### config.mk
export PLATFORM = sky130hd
export DESIGN_NAME = mc_control
export DESIGN_NICKNAME = d
export VERILOG_FILES = /design/src/rtl/mc_pkg.sv /design/src/rtl/mc_ctrl_decode.sv /design/src/rtl/mc_control.sv
export SDC_FILE = /design/constraint.sdc
export NUM_CORES = 1
export LEC_CHECK = 0
export ABC_AREA = 1
export CAP_MARGIN = 20
export CORE_MARGIN = 5
export CORE_UTILIZATION = 45
export CTS_BUF_LIST = sky130_fd_sc_hd__clkbuf_8
export DETAILED_ROUTE_END_ITERATION = 16
export GPL_TIMING_DRIVEN = 0
export PLACE_DENSITY = 0.78
export SLEW_MARGIN = 5
export SYNTH_ARGS = -nofsm -noshare
export SYNTH_HDL_FRONTEND = slang
export SYNTH_SLANG_ARGS = --single-unit
### constraint.sdc
create_clock -name clk -period 1.55 [get_ports clk]
set_clock_uncertainty 0.05 [all_clocks]
set_input_delay 0.31 -clock clk [delete_from_list [all_inputs] [get_ports clk]]
set_output_delay 0.31 -clock clk [all_outputs]
set_load 0.05 [all_outputs]
### src/rtl/mc_pkg.sv
// Shared encodings for the multicycle control unit: state codes, opcodes and
// the mux/ALU select values driven by the output decode.
package mc_pkg;

    localparam int unsigned STATE_W = 4;
    localparam int unsigned OP_W    = 6;
    localparam int unsigned CNT_W   = 32;
    localparam int unsigned SEL_W   = 2;

    typedef enum logic [STATE_W-1:0] {
        ST_FETCH   = 4'd0,
        ST_DECODE  = 4'd1,
        ST_MEMADR  = 4'd2,
        ST_MEMRD   = 4'd3,
        ST_MEMWB   = 4'd4,
        ST_MEMWR   = 4'd5,
        ST_EXEC    = 4'd6,
        ST_RTYPEWB = 4'd7,
        ST_BRANCH  = 4'd8,
        ST_JUMP    = 4'd9,
        ST_ADDIEX  = 4'd10,
        ST_ADDIWB  = 4'd11,
        ST_HALT    = 4'd12
    } state_e;

    localparam logic [OP_W-1:0] OP_RTYPE = 6'b000000;
    localparam logic [OP_W-1:0] OP_J     = 6'b000010;
    localparam logic [OP_W-1:0] OP_BEQ   = 6'b000100;
    localparam logic [OP_W-1:0] OP_ADDI  = 6'b001000;
    localparam logic [OP_W-1:0] OP_LW    = 6'b100011;
    localparam logic [OP_W-1:0] OP_SW    = 6'b101011;

    localparam logic [SEL_W-1:0] ALUOP_ADD   = 2'b00;
    localparam logic [SEL_W-1:0] ALUOP_SUB   = 2'b01;
    localparam logic [SEL_W-1:0] ALUOP_FUNCT = 2'b10;

    localparam logic [SEL_W-1:0] SRCB_B      = 2'b00;
    localparam logic [SEL_W-1:0] SRCB_FOUR   = 2'b01;
    localparam logic [SEL_W-1:0] SRCB_IMM    = 2'b10;
    localparam logic [SEL_W-1:0] SRCB_IMMSH2 = 2'b11;

    localparam logic [SEL_W-1:0] PCSRC_ALU    = 2'b00;
    localparam logic [SEL_W-1:0] PCSRC_ALUOUT = 2'b01;
    localparam logic [SEL_W-1:0] PCSRC_JUMP   = 2'b10;

    // True for the last state of every instruction that retires.
    function automatic logic ends_instr(input state_e s);
        return (s == ST_MEMWB)   || (s == ST_MEMWR)  || (s == ST_RTYPEWB) ||
               (s == ST_ADDIWB)  || (s == ST_BRANCH) || (s == ST_JUMP);
    endfunction

endpackage

### src/rtl/mc_ctrl_decode.sv
// Moore output decode for the multicycle controller; only FETCH (run) and
// BRANCH (zero) look at anything besides the current state.
module mc_ctrl_decode
    import mc_pkg::*;
(
    input  logic [3:0] state,
    input  logic       run,
    input  logic       zero,
    output logic       PCwe,
    output logic       IorD,
    output logic       MemWrite,
    output logic       IRWrite,
    output logic       RegDst,
    output logic       MemtoReg,
    output logic       RegWrite,
    output logic       ALUSrcA,
    output logic [1:0] ALUSrcB,
    output logic [1:0] ALUOp,
    output logic [1:0] PCSource
);

    always_comb begin
        PCwe     = 1'b0;
        IorD     = 1'b0;
        MemWrite = 1'b0;
        IRWrite  = 1'b0;
        RegDst   = 1'b0;
        MemtoReg = 1'b0;
        RegWrite = 1'b0;
        ALUSrcA  = 1'b0;
        ALUSrcB  = SRCB_B;
        ALUOp    = ALUOP_ADD;
        PCSource = PCSRC_ALU;
        case (state)
            ST_FETCH: begin
                if (run) begin
                    IRWrite = 1'b1;
                    PCwe    = 1'b1;
                    ALUSrcB = SRCB_FOUR;
                end
            end
            ST_DECODE: ALUSrcB = SRCB_IMMSH2;
            ST_MEMADR, ST_ADDIEX: begin
                ALUSrcA = 1'b1;
                ALUSrcB = SRCB_IMM;
            end
            ST_MEMRD: IorD = 1'b1;
            ST_MEMWB: begin
                MemtoReg = 1'b1;
                RegWrite = 1'b1;
            end
            ST_MEMWR: begin
                IorD     = 1'b1;
                MemWrite = 1'b1;
            end
            ST_EXEC: begin
                ALUSrcA = 1'b1;
                ALUOp   = ALUOP_FUNCT;
            end
            ST_RTYPEWB: begin
                RegDst   = 1'b1;
                RegWrite = 1'b1;
            end
            ST_ADDIWB: RegWrite = 1'b1;
            // Branch compare and conditional PC load share one cycle.
            ST_BRANCH: begin
                ALUSrcA  = 1'b1;
                ALUOp    = ALUOP_SUB;
                PCSource = PCSRC_ALUOUT;
                PCwe     = zero;
            end
            ST_JUMP: begin
                PCSource = PCSRC_JUMP;
                PCwe     = 1'b1;
            end
            default: ;
        endcase
    end

endmodule

### src/rtl/mc_control.sv
// Multicycle MIPS-style control unit: state register, next-state logic and a
// retired-instruction counter; control outputs come from mc_ctrl_decode.
module mc_control
    import mc_pkg::*;
#(
    parameter bit HALT_ON_UNKNOWN = 1'b1
) (
    input  logic        clk,
    input  logic        rst,
    input  logic        run,
    input  logic [5:0]  op,
    input  logic        zero,
    output logic        PCwe,
    output logic        IorD,
    output logic        MemWrite,
    output logic        IRWrite,
    output logic        RegDst,
    output logic        MemtoReg,
    output logic        RegWrite,
    output logic        ALUSrcA,
    output logic [1:0]  ALUSrcB,
    output logic [1:0]  ALUOp,
    output logic [1:0]  PCSource,
    output logic [3:0]  state,
    output logic [31:0] instr_cnt
);

    state_e            state_q, state_d;
    logic [CNT_W-1:0]  instr_cnt_q, instr_cnt_d;

    always_comb begin
        state_d = ST_FETCH;
        case (state_q)
            ST_FETCH:  state_d = run ? ST_DECODE : ST_FETCH;
            ST_DECODE: begin
                case (op)
                    OP_LW, OP_SW: state_d = ST_MEMADR;
                    OP_RTYPE:     state_d = ST_EXEC;
                    OP_BEQ:       state_d = ST_BRANCH;
                    OP_J:         state_d = ST_JUMP;
                    OP_ADDI:      state_d = ST_ADDIEX;
                    default:      state_d = HALT_ON_UNKNOWN ? ST_HALT : ST_FETCH;
                endcase
            end
            ST_MEMADR: state_d = (op == OP_LW) ? ST_MEMRD : ST_MEMWR;
            ST_MEMRD:  state_d = ST_MEMWB;
            ST_EXEC:   state_d = ST_RTYPEWB;
            ST_ADDIEX: state_d = ST_ADDIWB;
            ST_HALT:   state_d = ST_HALT;
            default:   state_d = ST_FETCH;
        endcase
    end

    // Count each instruction as it retires back into FETCH; wraps at 2^32.
    always_comb begin
        instr_cnt_d = instr_cnt_q;
        if (ends_instr(state_q)) begin
            instr_cnt_d = instr_cnt_q + 32'd1;
        end
    end

    always_ff @(posedge clk) begin
        if (!rst) begin
            state_q     <= ST_FETCH;
            instr_cnt_q <= '0;
        end else begin
            state_q     <= state_d;
            instr_cnt_q <= instr_cnt_d;
        end
    end

    assign state     = state_q;
    assign instr_cnt = instr_cnt_q;

    mc_ctrl_decode u_decode (
        .state    (state_q),
        .run      (run),
        .zero     (zero),
        .PCwe     (PCwe),
        .IorD     (IorD),
        .MemWrite (MemWrite),
        .IRWrite  (IRWrite),
        .RegDst   (RegDst),
        .MemtoReg (MemtoReg),
        .RegWrite (RegWrite),
        .ALUSrcA  (ALUSrcA),
        .ALUSrcB  (ALUSrcB),
        .ALUOp    (ALUOp),
        .PCSource (PCSource)
    );

endmodule

Word level (Yosys, flattened, before mapping). Cells that the tools add are included. Widths: inputs -> output; s select.

Register bits after elaboration: 36. Input port bits: 10. Output and inout bits: 50. Logic and storage cells: 49.

$add $sub $neg: 1. Equal/unequal tests: 17. Mux-type cells: 17. Reduce and logical (&&, ||, !) cells: 12.

Operators by type and width (number): $add 32x1->32 const B (1); $pmux 4 s7 (1); $eq 4x4->1 const B (5); $pmux 4 s5 (1); $eq 4x3->1 const B (4); $eq 6x6->1 const B (2); $mux 1 (10); $eq 4x2->1 const B (2); $pmux 2 s2 (2); $eq 6x2->1 const B (1); $eq 6x3->1 const B (1); $eq 6x4->1 const B (1); $logic_not 6->1 (1); $pmux 2 s3 (1); $reduce_or 2->1 (3); $logic_or 1x1->1 (5); $eq 4x1->1 const B (1); $logic_not 4->1 (1); $reduce_or 4->1 (1); $mux 3 (1); $pmux 1 s3 (1); $reduce_or 3->1 (1).

Longest topological paths before layout. Gate-level depths: netlist (run 1).

Word-level depth: 6. Gate-level depth with buffers: 11. Mapped depth without buffers: 11.

Modules after synthesis. Synthesis (run 1) repeated with hierarchy kept, for this count alone.

Cell total of the unflattened synthesis: 369. Area, all modules: 2309.7 um2.

By module, submodules not included: mc_control (times used 1, cells an instance 330, area an instance 2144.6 um2); mc_ctrl_decode (times used 1, cells an instance 39, area an instance 165.2 um2).

Least setup slack after synthesis (run 1). No wires, ideal clock.

Path kind: register -> output. Start point: register state_q[2] (netlist: state[2]). End point: output RegWrite. Arrival time: 2270 ps. Setup slack: -1080 ps. Stages on the path, launching flop included: 5. Path buffers: 0. Cell sequence: dfxtp_1 -> nand2_2 -> nor2_1 -> nor2_1 -> o21ai_0.

Longest elaborated chain between the ends: 3. Elaborated cells on any way between the ends: 5. Classes of those cells: eq/ne (3); mux (1); reduce/logical (1).

RTL lines: start: declaration (line mc_control.sv:28) `state_e state_q, state_d;`; start signal: assignment (line mc_control.sv:67) `state_q <= state_d;`; $eq 4x3->1 or $eq 4x4->1 (tied branches) (line mc_ctrl_decode.sv:34) `case (state)`; $reduce_or 3->1 (no source line) *; $mux 1 * (line mc_ctrl_decode.sv:34); end: declaration (line mc_control.sv:19) `output logic RegWrite,`.

Mark *: on every way between the ends. The rest lies on a longest branch, timed or not.

Final worst setup path (run 1).
Start point: register state_q[1] (netlist: state[1]). End point: output PCwe.

Longest elaborated chain between the ends: 2. Elaborated cells on any way between the ends: 4. Classes of those cells: eq/ne (2); mux (1); reduce/logical (1).

RTL lines: $eq 4x4->1 or $logic_not 4->1 (tied branches) (line mc_ctrl_decode.sv:34); $pmux 1 s3 * (line mc_ctrl_decode.sv:34); end: declaration (line mc_control.sv:13) `output logic PCwe,`.

Marks and branches as above.

==> results of run 1 <==
## power by group through the flow
stage	registers [mW]	logic (mW)	clock network, mW
floorplan	1.00	0.211	0
CTS	0.950	0.438	0.643
global route	0.954	0.516	0.679
global placement	0.970	0.354	0
finish	0.952	0.491	0.638
detailed placement	0.970	0.361	0
## layer usage
layer | vias to the layer above | wire, um | global-route usage [%]
li1 | 1321 | - | -
met5 | - | 0 | 0
met3 | 11 | 359 | 3.812
met4 | 0 | 94 | 7.770
met1 | 1232 | 3059 | 27.04
met2 | 80 | 4018 | 40.89
## logic make-up (layout without fill, tap and decap cells)
group | after synthesis | after routing | share of synthesized area (%)
buffers and inverters | 64 | 159 | 11.13
AND/OR/NAND/NOR | 222 | 222 | 44.86
adder cells (fa/ha/maj) | 1 | 1 | 0.5649
AO/OA/AOI/OAI | 36 | 36 | 9.322
XOR/XNOR | 4 | 4 | 1.582
flip-flops | 36 | 36 | 32.54
## repair_timing
item	in CTS	in global routing
setup buffers	23	7
pin swaps	19	32
gates resized for setup	209	103
endpoints found under the hold margin	0	0
setup endpoints to repair	61	66
## placed cells by master, fill, tap and decap left out, drive strengths merged, types with 4 or more instances in the layout
cell | synthesis | final
buf | 2 | 47
nand3 | 30 | 30
clkbuf | 2 | 25
nand2 | 100 | 100
dfxtp | 36 | 36
clkdlybuf4s50 | 0 | 8
o21ai | 13 | 13
nor3 | 4 | 4
nand4 | 6 | 6
a21oi | 12 | 12
o21bai | 4 | 4
clkdlybuf4s15 | 0 | 15
nor2 | 81 | 81
inv | 59 | 61
## worst min-delay path: stages
cell and delay [ns]:
clkbuf_2 0.19, o21ai_2 0.09, a21oi_1 0.04
## cell type report
| type | count | area [um^2] | share of cell area (%) |
|---|---|---|---|
| Buffer | 4 | 20.02 | 0.5431 |
| Clock buffer | 5 | 68.82 | 1.867 |
| Clock inverter | 3 | 11.26 | 0.3055 |
| Inverter | 60 | 251.5 | 6.823 |
| Multi-Input combinational cell | 263 | 1657 | 44.94 |
| Sequential cell | 36 | 774.5 | 21.01 |
| Tap cell | 67 | 83.83 | 2.274 |
| Timing Repair Buffer | 87 | 819.5 | 22.23 |
## stage by stage
stage               cell area, um^2  setup slack [ns]  setup TNS [ns]  power (mW)
floorplan                      2379          -0.05125         -0.1595       1.216
global placement               3043           -0.6957          -7.753       1.323
detailed placement             3043           -0.7252          -7.786       1.330
CTS                            3455           -0.1369         -0.9233       2.031
global route                   3686           -0.2329          -4.457       2.149
finish                         3686           -0.1785          -1.864       2.081
## Yosys cell counts
cell / instances
a21oi_1: 12
nand2_8: 1
xnor2_1: 1
nand4_1: 6
ha_1: 1
nand2_2: 6
nor2_2: 6
nor2_4: 4
nand2_4: 1
nor2_8: 1
inv_1: 58
o21bai_1: 4
clkinv_1: 1
a211oi_1: 3
o21ai_0: 13
nand2_1: 92
dfxtp_1: 36
buf_4: 1
or2_2: 1
nand3_1: 30
clkbuf_1: 2
a31oi_1: 3
nor3_1: 4
nor2_1: 70
buf_1: 1
inv_4: 1
xor2_1: 3
o211a_1: 1
## path summary, 6_finish.rpt
path / start / to
worst max-delay path: state[1]$_SDFF_PN0_ / PCwe
worst min register to register: instr_cnt[7]$_SDFFE_PN0P_ / instr_cnt[7]$_SDFFE_PN0P_
worst max register to register: instr_cnt[0]$_SDFFE_PN0P_ / instr_cnt[19]$_SDFFE_PN0P_
worst min-delay path: rst / instr_cnt[3]$_SDFFE_PN0P_
## registers in the layout (all words and copies together) (netlist names)
name       count
instr_cnt     32
state          4
==> metrics.md, run 1 <==
| Metric | Value |
|---|---|
| # hold bufs at CTS | 0 |
| Crit-path max FO | 6 |
| Power per cell area | between 500 and 600 nW/um^2 |
| Avg Cell Area, Syn | 6.101 um^2 |
| Mapped Cells | around 360 |
| Final Instance Count excl. Fillers | roughly 530 |
| CP Depth | 6 |
| Synth area leader | dfxtp_1 |
| Synth top area share | roughly a third |
| Post-DP HPWL | between 4 and 5 mm |
| Switch Pwr | around 0.66 mW |
| Reg power frac | between 40% and 50% |
| Grt ovf | 0 |
| Worst R2R Path Depth | 9 |
| Core Area | between 4000 and 5000 um^2 |
| Buf/Inv on CP | 2 |
| Crit. End Element | primary output |
| Total length of routed wires | between 7 and 8 mm |
| Critical path arrival | between 1 and 1.5 ns |
| Antenna cell count | 0 |
| Peak VDD IR | around 0.57 mV |
| Cell mode on critical path | nor2_4 |
| Status | finished, violations left |
| Deepest clock path buffer count | 2 |
| Slowest cell on crit path | dfxtp_4 |
| # fillers | 340 |
| Die area | 6424 um^2 |
| Final setup fails | 29 |
| Vias per cell | between 5 and 6 |
| Vias in the first global route | approximately 2500 |
| Drt wl/cell | ~14 um |
| Final hold viol count | 0 |
| Slew margin rel. | between 60% and 70% |
| First-pass GRT wire length | between 10 and 15 mm |
| GRT Util Overall | between 20 and 25% |
| Worst Hold Class | in -> reg |
| Worst Path Class, Setup | reg -> out |
| Int Power | between 1 and 1.5 mW |
| CTS tree | yes |
| Skew-Pair Late Insertion Delay | roughly 0.29 ns |
| Yosys reg bits | 36 |
| Clk network pwr share | 30.7% |
| CP required | ~1.2 ns |
| Fmax | ~580 MHz |
| Final GP Congestion | 0.8870 |
| Syn_nets | roughly 370 |
| Setup WS post-layout | -0.1785 ns |
| Via count | approximately 2600 |
| Crit-path max cell delay | 0.39 ns |
| Top delay family on crit path | flip-flops |
| Hold WS | between 0.3 and 0.4 ns |
| Starting DRC count in detailed routing | 173 |
| Dpl cells | ~500 |
| Transition time of the tightest slew-check pin | approximately 0.59 ns |
| # rows | 25 |
| Largest net degree at the start of global routing | 11 |
| Worst Setup Start Kind | register |
| R2r setup slk | -0.08 ns |
| Total clock sinks | 36 |
| Die Y | between 80 and 90 um |
| Initial Util | between 40 and 50% |
| Io pins | 60 |
| # DRC | 0 |
| H-tree depth | 2 |
| Minimum clock period | between 1.5 and 2 ns |
| Die width | 80.15 um |
| CTS root buf | clkbuf_8 |
| Inserted Clock Buffers | 5 |
| Cell area after synthesis | ~2200 um^2 |
| Synth top area cells | dfxtp_1, nand2_1, nor2_1 |
| Sw Ratio | a little under a third |
| Critical-path cell list | nor2_4 -> inv_4 -> nor2_4 -> a21oi_2 -> nand2_4 -> buf_8 |
| Post-route ant nets | 0 |
| Unrepaired setup endpoints after global routing | yes |
| Buffers added on ports | 58 |
| Initial antenna violation count | 0 |
| Final worst-path cycle share | 111.5% |
| Failing checks | negative setup slack |
| Max-cap viol count | 0 |
| P_leak | about 1.6 nW |
| Fin. max-slew vios | 0 |
| Hold path cells | 3 |
| Combinational Power Share | between 20% and 30% |
| Synth cell types | 28 |
| Reg clk slew, reported paths | ~0.070 ns |
| Final core occ | 77.53% |
| Share of layout cells above drive strength 1 | 42.58% |
| Fin nets | between 400 and 500 |
| Sequential share of the synthesized area | between 30% and 40% |
| Synthesis Warnings | 0 |
| First-pass iteration count of the detailed router | 4 |
| Area Overhead vs Synth | 66.44% |
No activity file was read; power rests on OpenSTA's default activity.
==> run 2: changes to the inputs <==
--- a/config.mk
+++ b/config.mk
@@ -8,11 +8,13 @@
 export ABC_AREA = 1
 export CAP_MARGIN = 20
 export CORE_MARGIN = 5
-export CORE_UTILIZATION = 45
+export CORE_UTILIZATION = 50
 export CTS_BUF_LIST = sky130_fd_sc_hd__clkbuf_8
 export DETAILED_ROUTE_END_ITERATION = 16
+export DONT_BUFFER_PORTS = 1
 export GPL_TIMING_DRIVEN = 0
-export PLACE_DENSITY = 0.78
+export PLACE_DENSITY = 0.68
+export SETUP_SLACK_MARGIN = 0.15
 export SLEW_MARGIN = 5
 export SYNTH_ARGS = -nofsm -noshare
 export SYNTH_HDL_FRONTEND = slang
==> run 2 against run 1 <==
Net effect: the run still ends with negative setup slack left; combinational power decreased by 24%; design area is 12% lower; die area is 8.8% lower; hold slack worse by 0.15 ns; register-to-register slack got worse by 0.16 ns; clock power is 30% higher; critical path depth did not move; critical endpoint unchanged; via count down 9.5%; cell count is 15% lower; first-iteration DRC count is 53% lower; fmax decreased by 11%; clock-buffer cell count stayed put.
==> metrics.md, run 2 (same netlist as run 1, synthesis figures left out) <==
| Metric | Value |
|---|---|
| Crit-path max FO | 5 |
| Dpl cells | roughly 420 |
| Worst Hold Class | in -> reg |
| Clk network pwr share | 38.3% |
| # hold bufs at CTS | 0 |
| Transition time of the tightest slew-check pin | roughly 0.6 ns |
| Fmax | between 500 and 600 MHz |
| Status | finished, violations left |
| Wire length on met2 | approximately 3.2 mm |
| Peak VDD IR | 0.6399 mV |
| Reg power frac | between 40% and 50% |
| Post-DP HPWL | ~4.5 mm |
| Min-delay src | op[2] |
| Crit. End Element | primary output |
| Int Power | between 1.5 and 2 mW |
| M1 WL | ~2.7 mm |
| Setup TNS | -7.362 ns |
| Crit Reg-Reg Endpoint | instr_cnt[25]$_SDFFE_PN0P_ |
| Reg clk slew, reported paths | 0.07 ns |
| Unrepaired setup endpoints after global routing | yes |
| Worst Setup Start Kind | register |
| Top routing layer used | met4 |
| Share of layout cells above drive strength 1 | around two fifths |
| Die width | about 77 um |
| Total clock sinks | 36 |
| CTS tree | yes |
| Grt ovf | 0 |
| Combinational Power Share | 17.2% |
| Final hold viol count | 0 |
| Critical path arrival | approximately 1.6 ns |
| H-tree depth | 2 |
| CP required | 1.19 ns |
| Hold path cells | 3 |
| Starting DRC count in detailed routing | 82 |
| Final Instance Count excl. Fillers | 447 |
| Io pins | 60 |
| Failing checks | negative setup slack |
| Final instance area | between 3000 and 4000 um^2 |
| Largest net degree at the start of global routing | 12 |
| CTS root buf | clkbuf_8 |
| Inserted Clock Buffers | 5 |
| Antenna cell count | 0 |
| Hold Path Sink | state[1]$_SDFF_PN0_ |
| Setup WS post-layout | -0.3964 ns |
| Switch Pwr | approximately 0.67 mW |
| Worst Path Class, Setup | reg -> out |
| P_leak | 1.313 nW |
| Commonest non-fill, non-tap cell in the layout | nand2_1 |
| Final core occ | between 70 and 80% |
| Fin nets | approximately 410 |
| First-pass GRT wire length | 9.970 mm |
| Initial Util | between 50% and 60% |
| Die area | roughly 5900 um^2 |
| Post-DP Area | between 2000 and 3000 um^2 |
| Die Y | 76.55 um |
| Vias per cell | 5.351 |
| Slew margin rel. | roughly three fifths |
| # rows | 24 |
| Buffers added on ports | 0 |
| Final worst-path cycle share | 125.6% |
| Drt wl/cell | between 10 and 15 um |
| Via count | around 2400 |
| Hold WS | between 0.15 and 0.2 ns |
| Sw Ratio | between 30% and 40% |
| Area Overhead vs Synth | 46.44% |
| Minimum clock period | ~1.9 ns |
| First-pass iteration count of the detailed router | 4 |
| Initial antenna violation count | 0 |
| Deepest clock path buffer count | 2 |
| Max reg flops | 32 |
| Post-route ant nets | 0 |
| Reg-to-reg critical path startpoint | state[2]$_SDFF_PN0_ |
| Power per cell area | 668.4 nW/um^2 |
| Max-cap viol count | 0 |
| Final setup fails | 47 |
| R2r setup slk | -0.24 ns |
| Worst R2R Path Depth | 10 |
| Pre-CTS setup slack | -0.1785 ns |
| Most frequent cells in the layout | nand2_1, inv_1, nor2_1 |
| Wire length on met3 | roughly 520 um |
| Total length of routed wires | 6.573 mm |
| Fin. max-slew vios | 0 |
| Core Area | ~4300 um^2 |
| GRT Util Overall | about 21% |
| Final GP Congestion | 0.8613 |
| Skew-Pair Late Insertion Delay | ~0.29 ns |
| # DRC | 0 |
| Vias in the first global route | 2115 |
| Tot Pwr | between 2 and 2.5 mW |
-- run 2: changes by cell type in the layout (fill, tap and decap cells not counted), moves of 3 or more --
cell,before,now
buf_4,15,9
buf_6,20,14
buf_8,8,1
clkbuf_2,19,0
clkdlybuf4s15_1,7,0
clkdlybuf4s15_2,8,0
clkdlybuf4s50_1,8,0
dfxtp_1,9,3
dfxtp_2,19,9
dfxtp_4,8,24
o21ai_0,3,0
-- run 2: layout make-up --
cell class / count / area [um^2]
Multi-Input combinational cell: 263 / 1722
Fill cell: 335 / 1081
Sequential cell: 36 / 822.0
Inverter: 60 / 255.2
Timing Repair Buffer: 24 / 252.7
Clock buffer: 5 / 68.82
Tap cell: 52 / 65.06
Clock inverter: 3 / 38.79
Buffer: 4 / 18.77
-- run 2: repair_timing --
item | CTS | global route
buffers inserted | 12 | 12
pin swaps | 18 | 22
gates cloned | 0 | 0
endpoints found under the setup margin | 46 | 50
gates resized for setup | 33 | 63
-- run 2: worst max-delay path by stage --
stage	start	to	slack, ns	depth (start not counted)
floorplan	state[0]$_SDFF_PN0_	PCwe	-0.05	6
global placement	instr_cnt[11]$_SDFFE_PN0P_	instr_cnt[30]$_SDFFE_PN0P_	-0.18	7
detailed placement	instr_cnt[11]$_SDFFE_PN0P_	instr_cnt[30]$_SDFFE_PN0P_	-0.18	7
CTS	state[0]$_SDFF_PN0_	PCwe	-0.40	6
global route	state[0]$_SDFF_PN0_	PCwe	-0.47	6
finish	state[0]$_SDFF_PN0_	PCwe	-0.40	6
-- run 2: power by group through the flow --
| stage | logic, mW | registers (mW) | clock network (mW) |
|---|---|---|---|
| 2_1_floorplan | 0.228 | 0.992 | 0 |
| 3_3_place_gp | 0.255 | 0.996 | 0 |
| 3_5_place_dp | 0.259 | 0.996 | 0 |
| 4_1_cts | 0.295 | 0.975 | 0.833 |
| 5_1_grt | 0.396 | 0.969 | 0.886 |
| 6_report | 0.372 | 0.965 | 0.830 |
-- run 2: routing by layer --
layer / vias to the layer above / track usage (%)
met3: 11 / 7.092
met4: 0 / 6.818
met5: - / 0
li1: 1205 / -
met1: 1094 / 25.89
met2: 82 / 32.62
-- run 2: critical path: stages (launching register included) --
cell and delay, ns:
dfxtp_4 0.49, inv_4 0.06, nor2_4 0.11, inv_4 0.07
nor2_4 0.29, a21oi_2 0.09, nand2_4 0.18
==> run 3: changes to the inputs <==
--- a/config.mk
+++ b/config.mk
@@ -13,6 +13,7 @@
 export DETAILED_ROUTE_END_ITERATION = 16
 export DONT_BUFFER_PORTS = 1
 export GPL_TIMING_DRIVEN = 0
+export MAX_ROUTING_LAYER = met4
 export PLACE_DENSITY = 0.68
 export SETUP_SLACK_MARGIN = 0.15
 export SLEW_MARGIN = 5
==> run 3 against run 2 <==
Net effect: sequential cell count is the same; the flow still finishes with violations (negative setup slack); worst setup slack lost 0.0013 ns; clock power is essentially flat; sequential power is essentially flat; via count is the same; combinational power is essentially flat; global-route usage grew 0.57 points; routed wire length shrank 0.12%; power is essentially flat; die area is the same.
==> metrics.md, run 3 (same netlist as run 1, synthesis figures left out) <==
| Metric | Value |
|---|---|
| Total length of routed wires | roughly 6.6 mm |
| Final Instance Count excl. Fillers | ~450 |
| Crit-path max cell delay | just under 0.5 ns |
| Unrepaired setup endpoints after global routing | yes |
| Critical-path cell list | inv_4 -> nor2_4 -> inv_4 -> nor2_4 -> a21oi_2 -> nand2_4 |
| Commonest non-fill, non-tap cell in the layout | nand2_1 |
| Slew margin rel. | between 60% and 70% |
| Switch Pwr | 0.6663 mW |
| Initial Util | just over 50% |
| First-pass iteration count of the detailed router | 4 |
| Die width | between 70 and 80 um |
| Clk network pwr share | between 30% and 40% |
| Critical path arrival | about 1.6 ns |
| Crit. End Element | primary output |
| Worst Setup Start Kind | register |
| Deepest clock path buffer count | 2 |
| Min-delay src | op[2] |
| Fin. max-slew vios | 0 |
| Minimum clock period | 1.948 ns |
| # rows | 24 |
| Share of layout cells above drive strength 1 | roughly two fifths |
| Vias per cell | about 5.4 |
| Combinational Power Share | around 17% |
| P_leak | between 1 and 1.5 nW |
| Status | finished, violations left |
| Inserted Clock Buffers | 5 |
| Reg power frac | between 40% and 50% |
| Die Y | approximately 77 um |
| Reg clk slew, reported paths | around 0.07 ns |
| Fin nets | approximately 410 |
| GRT Util Overall | about a fifth |
| # DRC | 0 |
| Final GP Congestion | approximately 0.9 |
| Final core occ | roughly 75% |
| Fmax | 513.4 MHz |
| First-pass GRT wire length | between 9 and 10 mm |
| Max-cap viol count | 0 |
| Max reg flops | 32 |
| Io pins | 60 |
| Final setup fails | between 40 and 50 |
| Worst Path Class, Setup | reg -> out |
| CTS tree | yes |
| Vias in the first global route | roughly 2100 |
| Starting DRC count in detailed routing | 123 |
| Setup WS post-layout | -0.3977 ns |
| Failing checks | negative setup slack |
| Core Area | between 4000 and 5000 um^2 |
| H-tree depth | 2 |
| Grt ovf | 0 |
| Most frequent cells in the layout | nand2_1, inv_1, nor2_1 |
| CP required | between 1 and 1.5 ns |
| Dpl cells | 415 |
| Post-route ant nets | 0 |
| Total clock sinks | 36 |
| Crit-path max FO | 5 |
| Die area | slightly below 6000 um^2 |
| Final hold viol count | 0 |
| Antenna cell count | 0 |
| Skew-Pair Late Insertion Delay | roughly 0.30 ns |
| Worst Hold Class | in -> reg |
| Power per cell area | about 670 nW/um^2 |
| Worst Setup SP | state[0]$_SDFF_PN0_ |
| Final worst-path cycle share | 125.7% |
| Via count | between 2000 and 2500 |
| # fillers | about 340 |
| Int Power | 1.501 mW |
| Sw Ratio | between 30% and 40% |
| CTS root buf | clkbuf_8 |
| Area Overhead vs Synth | 46.44% |
| Initial antenna violation count | 0 |
| Buffers added on ports | 0 |
| Peak VDD IR | about 0.64 mV |
| Largest net degree at the start of global routing | 12 |
| Reg-to-reg critical path startpoint | state[2]$_SDFF_PN0_ |
| Transition time of the tightest slew-check pin | 0.5971 ns |
| Slowest cell on crit path | dfxtp_4 |
| Drt wl/cell | ~15 um |
| Hold WS | roughly 0.17 ns |
| Post-DP HPWL | between 4 and 5 mm |
| # hold bufs at CTS | 0 |
## run 3: layout make-up
cell class / instances / area [um^2] / share of cell area, %
Multi-Input combinational cell: 263 / 1722 / 53.09
Inverter: 60 / 255.2 / 7.870
Sequential cell: 36 / 822.0 / 25.35
Tap cell: 52 / 65.06 / 2.006
Timing Repair Buffer: 24 / 252.7 / 7.793
Buffer: 4 / 18.77 / 0.5787
Clock buffer: 5 / 68.82 / 2.122
Clock inverter: 3 / 38.79 / 1.196
## run 3: per-stage QoR
stage | total power [mW] | cell area, um^2 | setup slack (ns) | TNS (ns)
2_1_floorplan | 1.220 | 2501 | -0.05125 | -0.1747
3_3_place_gp | 1.251 | 2566 | -0.1803 | -2.198
3_5_place_dp | 1.255 | 2566 | -0.1785 | -2.465
4_1_cts | 2.104 | 2897 | -0.3981 | -6.925
5_1_grt | 2.251 | 3243 | -0.4676 | -11.02
6_report | 2.167 | 3243 | -0.3977 | -7.373
## run 3: critical path, delay by kind of cell, from the launching register on
kind,cells,cell delay [ns]
compound gates,1,0.09
buf+inv,2,0.13
simple gates,3,0.58
flops,1,0.49
## run 3: path summary, 6_finish.rpt
kind / to / slack [ns] / cells past startpoint
hold / removal: state[1]$_SDFF_PN0_ / 0.17 / 3
setup / recovery: PCwe / -0.40 / 6
setup reg to reg: instr_cnt[25]$_SDFFE_PN0P_ / -0.24 / 10
hold reg to reg: instr_cnt[7]$_SDFFE_PN0P_ / 0.55 / 1
## run 3: power by group through the flow
| stage | logic, mW | clock network [mW] | registers (mW) |
|---|---|---|---|
| floorplan | 0.228 | 0 | 0.992 |
| global placement | 0.255 | 0 | 0.996 |
| detailed placement | 0.259 | 0 | 0.996 |
| CTS | 0.295 | 0.833 | 0.975 |
| global route | 0.396 | 0.886 | 0.969 |
| finish | 0.372 | 0.830 | 0.965 |
## run 3: repair_timing
item	in CTS	in global routing
buffers inserted	12	12
pin swaps	18	22
resized for setup	33	63
setup endpoints to repair	46	50
## run 3: per-layer routing
metal  GRT usage, %  vias up  part of all wire (%)
li1               -     1202                     -
met1          26.03     1095                    41
met2          32.62       86                    49
met3          6.856        9                   8.6
met4          6.818        0                   1.7
met5              -        -                     0
